<file path="config.mk">
export PLATFORM = sky130hd
export DESIGN_NAME = pipe_ctrl_flat
export DESIGN_NICKNAME = d
export VERILOG_FILES = /design/src/rtl/pipe_ctrl_if.sv /design/src/rtl/pipe_ctrl.sv /design/src/flat_wrapper.sv
export SDC_FILE = /design/constraint.sdc
export NUM_CORES = 1
export LEC_CHECK = 0
export BUFFER_PORTS_ARGS = -buffer_cell sky130_fd_sc_hd__buf_2
export CORE_AREA = 5 5 120 122
export DETAILED_ROUTE_END_ITERATION = 8
export DIE_AREA = 0 0 125 127
export GPL_TIMING_DRIVEN = 0
export PLACE_DENSITY_LB_ADDON = 0.25
export REMOVE_ABC_BUFFERS = 1
export SETUP_SLACK_MARGIN = 0.05
export SYNTH_ARGS = -nofsm -noshare
export SYNTH_HDL_FRONTEND = slang
export SYNTH_SLANG_ARGS = --single-unit
</file>
<file path="constraint.sdc">
create_clock -name clk -period 2.7 [get_ports clk]
set_input_delay 0.54 -clock clk [delete_from_list [all_inputs] [get_ports clk]]
set_output_delay 0.54 -clock clk [all_outputs]
set_load 0.02 [all_outputs]
</file>
<file path="src/rtl/pipe_ctrl_if.sv">
// Handshake bundle between the pipeline stages/fetch unit and pipe_ctrl.
// The master side is the pipeline; the slave side is the controller.
interface pipe_ctrl_if;
    logic        stallreq_if;
    logic        stallreq_id;
    logic        stallreq_ex;
    logic        stallreq_mem;
    logic        excp_valid;
    logic [63:0] excp_target;
    logic        fetch_ack;
    logic [5:0]  stall;
    logic        flush;
    logic [63:0] new_pc;
    logic        new_pc_valid;
    logic        wdt_err;
    logic [31:0] perf_stall_id;
    logic [31:0] perf_stall_ex;
    logic [31:0] perf_stall_mem;
    logic [31:0] perf_flush;

    modport master (
        output stallreq_if, stallreq_id, stallreq_ex, stallreq_mem,
        output excp_valid, excp_target, fetch_ack,
        input  stall, flush, new_pc, new_pc_valid, wdt_err,
        input  perf_stall_id, perf_stall_ex, perf_stall_mem, perf_flush
    );

    modport slave (
        input  stallreq_if, stallreq_id, stallreq_ex, stallreq_mem,
        input  excp_valid, excp_target, fetch_ack,
        output stall, flush, new_pc, new_pc_valid, wdt_err,
        output perf_stall_id, perf_stall_ex, perf_stall_mem, perf_flush
    );
endinterface

</file>
<file path="src/rtl/pipe_ctrl.sv">
// Pipeline controller: stall merge, flush + held PC redirect, stall watchdog.
// Optional performance counters are built when PIPE_CTRL_PERF_EN is defined.
module pipe_ctrl #(
    parameter int unsigned WDT_CYCLES = 32'd1024
) (
    input  logic         clk,
    input  logic         rst,
    pipe_ctrl_if.slave   bus
);

    localparam logic [31:0] LP_WDT = 32'(WDT_CYCLES);

    typedef enum logic [0:0] {
        ST_IDLE     = 1'b0,
        ST_REDIRECT = 1'b1
    } state_t;

    state_t      r_state;
    logic [63:0] r_pc_q;
    logic [31:0] r_wdt_cnt;
    logic        r_wdt_err;

    logic [5:0]  w_req_mask;
    logic        w_redirect;
    logic [5:0]  w_stall;
    logic        w_flush;
    logic [63:0] w_new_pc;
    logic        w_new_pc_valid;

    // Masks are nested, so OR-ing them lets the deepest requester dominate.
    assign w_req_mask = ({6{bus.stallreq_if}}  & 6'b000001)
                      | ({6{bus.stallreq_id}}  & 6'b000011)
                      | ({6{bus.stallreq_ex}}  & 6'b000111)
                      | ({6{bus.stallreq_mem}} & 6'b001111);

    assign w_redirect = (r_state == ST_REDIRECT);

    // Zero-latency control outputs; a flush overrides every stall request.
    always_comb begin
        w_stall        = 6'b000000;
        w_flush        = 1'b0;
        w_new_pc       = 64'd0;
        w_new_pc_valid = 1'b0;
        if (rst) begin
            w_stall        = 6'b000000;
            w_flush        = 1'b0;
            w_new_pc       = 64'd0;
            w_new_pc_valid = 1'b0;
        end else begin
            w_flush        = bus.excp_valid;
            w_new_pc_valid = bus.excp_valid | w_redirect;
            if (bus.excp_valid) begin
                w_stall  = 6'b000000;
                w_new_pc = bus.excp_target;
            end else if (w_redirect) begin
                w_stall  = w_req_mask | 6'b000001;
                w_new_pc = r_pc_q;
            end else begin
                w_stall  = w_req_mask;
                w_new_pc = 64'd0;
            end
        end
    end

    // Redirect FSM, latched target and stall watchdog.
    always_ff @(posedge clk) begin
        if (rst) begin
            r_state   <= ST_IDLE;
            r_pc_q    <= 64'd0;
            r_wdt_cnt <= 32'd0;
            r_wdt_err <= 1'b0;
        end else begin
            case (r_state)
                ST_IDLE: begin
                    if (bus.excp_valid && !bus.fetch_ack) begin
                        r_state <= ST_REDIRECT;
                    end else begin
                        r_state <= ST_IDLE;
                    end
                end
                ST_REDIRECT: begin
                    if (bus.fetch_ack) begin
                        r_state <= ST_IDLE;
                    end else begin
                        r_state <= ST_REDIRECT;
                    end
                end
                default: r_state <= ST_IDLE;
            endcase

            if (bus.excp_valid) begin
                r_pc_q <= bus.excp_target;
            end else begin
                r_pc_q <= r_pc_q;
            end

            // Counter saturates at the limit; the error flag is sticky until reset.
            if (w_stall != 6'b000000) begin
                if (r_wdt_cnt < LP_WDT) begin
                    r_wdt_cnt <= r_wdt_cnt + 32'd1;
                end else begin
                    r_wdt_cnt <= r_wdt_cnt;
                end
                if ((r_wdt_cnt + 32'd1) >= LP_WDT) begin
                    r_wdt_err <= 1'b1;
                end else begin
                    r_wdt_err <= r_wdt_err;
                end
            end else begin
                r_wdt_cnt <= 32'd0;
                r_wdt_err <= r_wdt_err;
            end
        end
    end

    assign bus.stall        = w_stall;
    assign bus.flush        = w_flush;
    assign bus.new_pc       = w_new_pc;
    assign bus.new_pc_valid = w_new_pc_valid;
    assign bus.wdt_err      = r_wdt_err & ~rst;

`ifdef PIPE_CTRL_PERF_EN
    logic [31:0] r_perf_stall_id;
    logic [31:0] r_perf_stall_ex;
    logic [31:0] r_perf_stall_mem;
    logic [31:0] r_perf_flush;

    // Free-running wrap-around event counters keyed on the exact stall pattern.
    always_ff @(posedge clk) begin
        if (rst) begin
            r_perf_stall_id  <= 32'd0;
            r_perf_stall_ex  <= 32'd0;
            r_perf_stall_mem <= 32'd0;
            r_perf_flush     <= 32'd0;
        end else begin
            r_perf_stall_id  <= r_perf_stall_id  + ((w_stall == 6'b000011) ? 32'd1 : 32'd0);
            r_perf_stall_ex  <= r_perf_stall_ex  + ((w_stall == 6'b000111) ? 32'd1 : 32'd0);
            r_perf_stall_mem <= r_perf_stall_mem + ((w_stall == 6'b001111) ? 32'd1 : 32'd0);
            r_perf_flush     <= r_perf_flush     + (w_flush ? 32'd1 : 32'd0);
        end
    end

    assign bus.perf_stall_id  = rst ? 32'd0 : r_perf_stall_id;
    assign bus.perf_stall_ex  = rst ? 32'd0 : r_perf_stall_ex;
    assign bus.perf_stall_mem = rst ? 32'd0 : r_perf_stall_mem;
    assign bus.perf_flush     = rst ? 32'd0 : r_perf_flush;
`else
    assign bus.perf_stall_id  = 32'd0;
    assign bus.perf_stall_ex  = 32'd0;
    assign bus.perf_stall_mem = 32'd0;
    assign bus.perf_flush     = 32'd0;
`endif

endmodule

</file>
<file path="src/flat_wrapper.sv">
// flat-port wrapper written by rule: the top's interface ports become plain ports
module pipe_ctrl_flat 
#(
    parameter int unsigned WDT_CYCLES = 32'd1024
)
  (clk, rst, bus_stallreq_if, bus_stallreq_id, bus_stallreq_ex, bus_stallreq_mem, bus_excp_valid, bus_excp_target, bus_fetch_ack, bus_stall, bus_flush, bus_new_pc, bus_new_pc_valid, bus_wdt_err, bus_perf_stall_id, bus_perf_stall_ex, bus_perf_stall_mem, bus_perf_flush);
  pipe_ctrl_if bus_i ();
  input  logic clk;
  input  logic rst;
  input wire logic [$bits(bus_i.stallreq_if)-1:0] bus_stallreq_if;
  input wire logic [$bits(bus_i.stallreq_id)-1:0] bus_stallreq_id;
  input wire logic [$bits(bus_i.stallreq_ex)-1:0] bus_stallreq_ex;
  input wire logic [$bits(bus_i.stallreq_mem)-1:0] bus_stallreq_mem;
  input wire logic [$bits(bus_i.excp_valid)-1:0] bus_excp_valid;
  input wire logic [$bits(bus_i.excp_target)-1:0] bus_excp_target;
  input wire logic [$bits(bus_i.fetch_ack)-1:0] bus_fetch_ack;
  output wire logic [$bits(bus_i.stall)-1:0] bus_stall;
  output wire logic [$bits(bus_i.flush)-1:0] bus_flush;
  output wire logic [$bits(bus_i.new_pc)-1:0] bus_new_pc;
  output wire logic [$bits(bus_i.new_pc_valid)-1:0] bus_new_pc_valid;
  output wire logic [$bits(bus_i.wdt_err)-1:0] bus_wdt_err;
  output wire logic [$bits(bus_i.perf_stall_id)-1:0] bus_perf_stall_id;
  output wire logic [$bits(bus_i.perf_stall_ex)-1:0] bus_perf_stall_ex;
  output wire logic [$bits(bus_i.perf_stall_mem)-1:0] bus_perf_stall_mem;
  output wire logic [$bits(bus_i.perf_flush)-1:0] bus_perf_flush;
  assign bus_i.stallreq_if = bus_stallreq_if;
  assign bus_i.stallreq_id = bus_stallreq_id;
  assign bus_i.stallreq_ex = bus_stallreq_ex;
  assign bus_i.stallreq_mem = bus_stallreq_mem;
  assign bus_i.excp_valid = bus_excp_valid;
  assign bus_i.excp_target = bus_excp_target;
  assign bus_i.fetch_ack = bus_fetch_ack;
  assign bus_stall = bus_i.stall;
  assign bus_flush = bus_i.flush;
  assign bus_new_pc = bus_i.new_pc;
  assign bus_new_pc_valid = bus_i.new_pc_valid;
  assign bus_wdt_err = bus_i.wdt_err;
  assign bus_perf_stall_id = bus_i.perf_stall_id;
  assign bus_perf_stall_ex = bus_i.perf_stall_ex;
  assign bus_perf_stall_mem = bus_i.perf_stall_mem;
  assign bus_perf_flush = bus_i.perf_flush;
  pipe_ctrl #(.WDT_CYCLES(WDT_CYCLES)) u_core (.clk(clk), .rst(rst), .bus(bus_i));
endmodule
</file>
==> impl_metrics.csv <==
group,metric,value,unit
yosys,ys_ff_latch,98,
worst_setup_path,crit_required,2.16,ns
clocking,clock_sinks,98,
yosys,ys.flop_type,"dfxtp_1",
worst_setup_path,crit_buf_inv,3,
yosys,synth.distinct_cells,49,
yosys,synth_edf_count,0,
worst_setup_path,reg2reg_slack,0.40,ns
clocking,clock_latency,0.34,ns
yosys,yosys.area.top_type_share,34.4,%
route,drtIter0Drc,323,
timing,rsz0062_at_grt,"false",
hold_path,hold_path.startpoint,"bus_fetch_ack",
yosys,synth.most_common_cell,"buf_4",
placement,portBuffers,142,
global_route,grt_remaining_overflow,0,
worst_setup_path,r2r-start,"u_core.r_wdt_cnt[0]",
worst_setup_path,path_class,"input pin to primary output",
yosys,yosys-top-cells-count,"buf_4 (133), dfxtp_1 (98), nor2_1 (85)",
pwr,ir_drop,0.000511,V
floorplanning,rows,42,
layout,drive_above_1_share,21.7,%
timing,layout_setup_ws,0.259,ns
floorplanning,die_h,127,um
worst_setup_path,r2r_end,"u_core.r_wdt_err",
global_route,antenna_found_initial,0,
placement,dp_cells,964,
floorplanning,die_w,125,um
yosys,yosys-top-cells-area,"dfxtp_1 (34%), buf_4 (18%), mux2i_1 (11%)",
status,outcome,"completed",
layout,final_util,48.7,%
layout,syn_to_final_growth,11.6,%
worst_setup_path,ff2ff_path_depth,7,
global_route,grt_pass1_wl,20.8,mm
hold_path,hold_path.class,"input pin to flop",
pwr,p_per_area,548,nW/um2
timing,hold_ws,0.340,ns
pwr,p_total,3.49,mW
timing,fin_skew,0.00474,ns
layout,antenna_cells,0,
worst_setup_path,cp_slowest_cell,"clkbuf_8",
flow_run,drv_cap,0,
route,routed_via_density,4.72,
yosys,ys_seq_area_share,34.4,%
worst_setup_path,start_kind,"input pin",
yosys,synth_area,5700,um2
worst_setup_path,cp.arrival,1.90,ns
route,ant_nets,0,
timing,relSlewSlack,49.9,%
pwr,leakage,3.06,nW
hold_path,hold_depth,2,
global_route,grt_pass1_vias,3979,
placement,dpl-instance-area,6000,um2
clocking,cts.hold.buffers_added,0,
route,drc,0,
yosys,synthArstFlopShare,0,%
clocking,cts_tree,"built",
timing,fmax,0.410,GHz
floorplanning,io_pins,273,
timing,final_max_slew_viol_count,0,
route,routed_wirelength,13.9,mm
worst_setup_path,critPathMaxStageDelay,0.35,ns
clocking,clkTransAtPathRegs,0.07,ns
worst_setup_path,endpoint_kind,"primary output",
placement,hpwl,9.65,mm
global_route,grt_max_degree,97,
worst_setup_path,path_delay_family,"buffers and inverters",
floorplanning,fp.dieArea,15900,um2
floorplanning,initial_core_util,43.6,%
worst_setup_path,startpoint,"bus_excp_valid",
timing,hold_viol_final,0,
placement,gp_congestion,0.847,
floorplanning,core,13100,um2
layout,final_cell_count_no_fill,982,
route,first_pass_iters,4,
hold_path,worstHoldEndpoint,"u_core.r_state",
worst_setup_path,cp_max_fo,47,
timing,finalCritPeriodShare,90.4,%
clocking,clock_path_buffers,2,
timing,finalSetupViolCount,0,
clocking,root_buffer,"clkbuf_16",
route,num_vias,4631,
yosys,synth.largest_area_cell,"dfxtp_1",
layout,nets,874,
global_route,grt.total_usage,15.6,%
route,wl_per_cell,14.1,um
clocking,post_cts_buffers,0,
yosys,synth_warnings,0,
yosys,synth_cells,689,
worst_setup_path,path_cells,"clkbuf_8 > buf_16 > mux2i_1 > nor3_2 > buf_2",
timing,fin_setup_tns,0,ns
layout,design_area,6370,um2
placement,dpl_worst_slack,0.0649,ns
yosys,syn_area_per_cell,8.28,um2
timing,tightest_slew,0.744,ns
clocking,numCtsBuffers,9,
clocking,htree_levels,3,
timing,fin_crit,2.44,ns
cells in the final DEF, fill, tap and decap left out, drive strengths merged, types with 2 or more instances in the layout:
master    Yosys  layout
a211o         2       2
a211oi        2       2
a21oi        67      67
a22oi         2       2
a31oi         5       5
and2         15      15
and3         11      11
and4          4       4
buf         139     144
clkbuf       35      15
clkinvlp      0       4
conb          1     130
dfxtp        98      98
inv           4       3
mux2i        64      64
nand2        11      11
nand3         9       9
nand4         8       8
nor2         85      85
nor2b         2       2
nor3         75      75
nor4          8       8
o211ai        2       2
o21ai         7       7
or3           5       5
or4           2       2
xnor2         7       7
xor2          4       4
layout make-up:
cell class | instances | area (um2)
well taps | 176 | 220
repair inverters | 1 | 5.00
clock inverters | 3 | 45.0
inverters | 4 | 18.8
multi-input cells | 541 | 3010
fillers | 1313 | 6720
flip-flops and latches | 98 | 1970
repair buffers | 146 | 822
clock buffers | 13 | 280
power by group:
part           internal (mW)  switching (mW)  total (mW)
registers               1.50          0.0202        1.52
logic                  0.171           0.427       0.598
clock network          0.820           0.550        1.37
total                   2.49           0.997        3.49
repair_timing:
item / CTS / global route
endpoints found under the setup margin: 1 / 2
resized for setup: 2 / 3
gates cloned: 1 / 1
cells by family after synthesis:
kind of cell    share of synthesized area [%]
flops                                    34.4
buf+inv                                  21.5
other cells                            0.0657
xor+xnor                                 1.69
fa+ha+maj                               0.219
mux                                      11.4
simple gates                             21.9
compound gates                           8.86
metal layers:
layer / share of wire [%] / vias to the layer above / global-route usage [%]
met3: 6.0 / 14 / 4.55
li1: - / 2342 / -
met5: 0 / - / 0
met1: 45 / 2139 / 21.0
met2: 47 / 136 / 24.3
met4: 1.4 / 0 / 4.85
registers in the layout (all words and copies together), names as in the netlist:
signal            flops
u_core.r_pc_q        64
u_core.r_state        1
u_core.r_wdt_cnt     32
u_core.r_wdt_err      1
worst max-delay path by stage:
stage | endpoint | cells after the start | slack (ns)
after floorplan | bus_stall[0] | 3 | -0.06
after global placement | bus_stall[0] | 4 | -1.63
after detailed placement | bus_new_pc[47] | 5 | 0.06
after CTS | bus_stall[0] | 4 | 0.05
after global routing | bus_stall[0] | 4 | 0.14
final | bus_new_pc[47] | 5 | 0.26
worst reg2reg max path, cell delays in order, from the launching register on:
cell     delay (ns)
dfxtp_1        0.39
ha_1           0.24
inv_1          0.10
nor4_4         0.46
and4_1         0.31
mux2_2         0.35
a22oi_1        0.21
a31oi_1        0.11
Power figures use the tool's default switching activity.
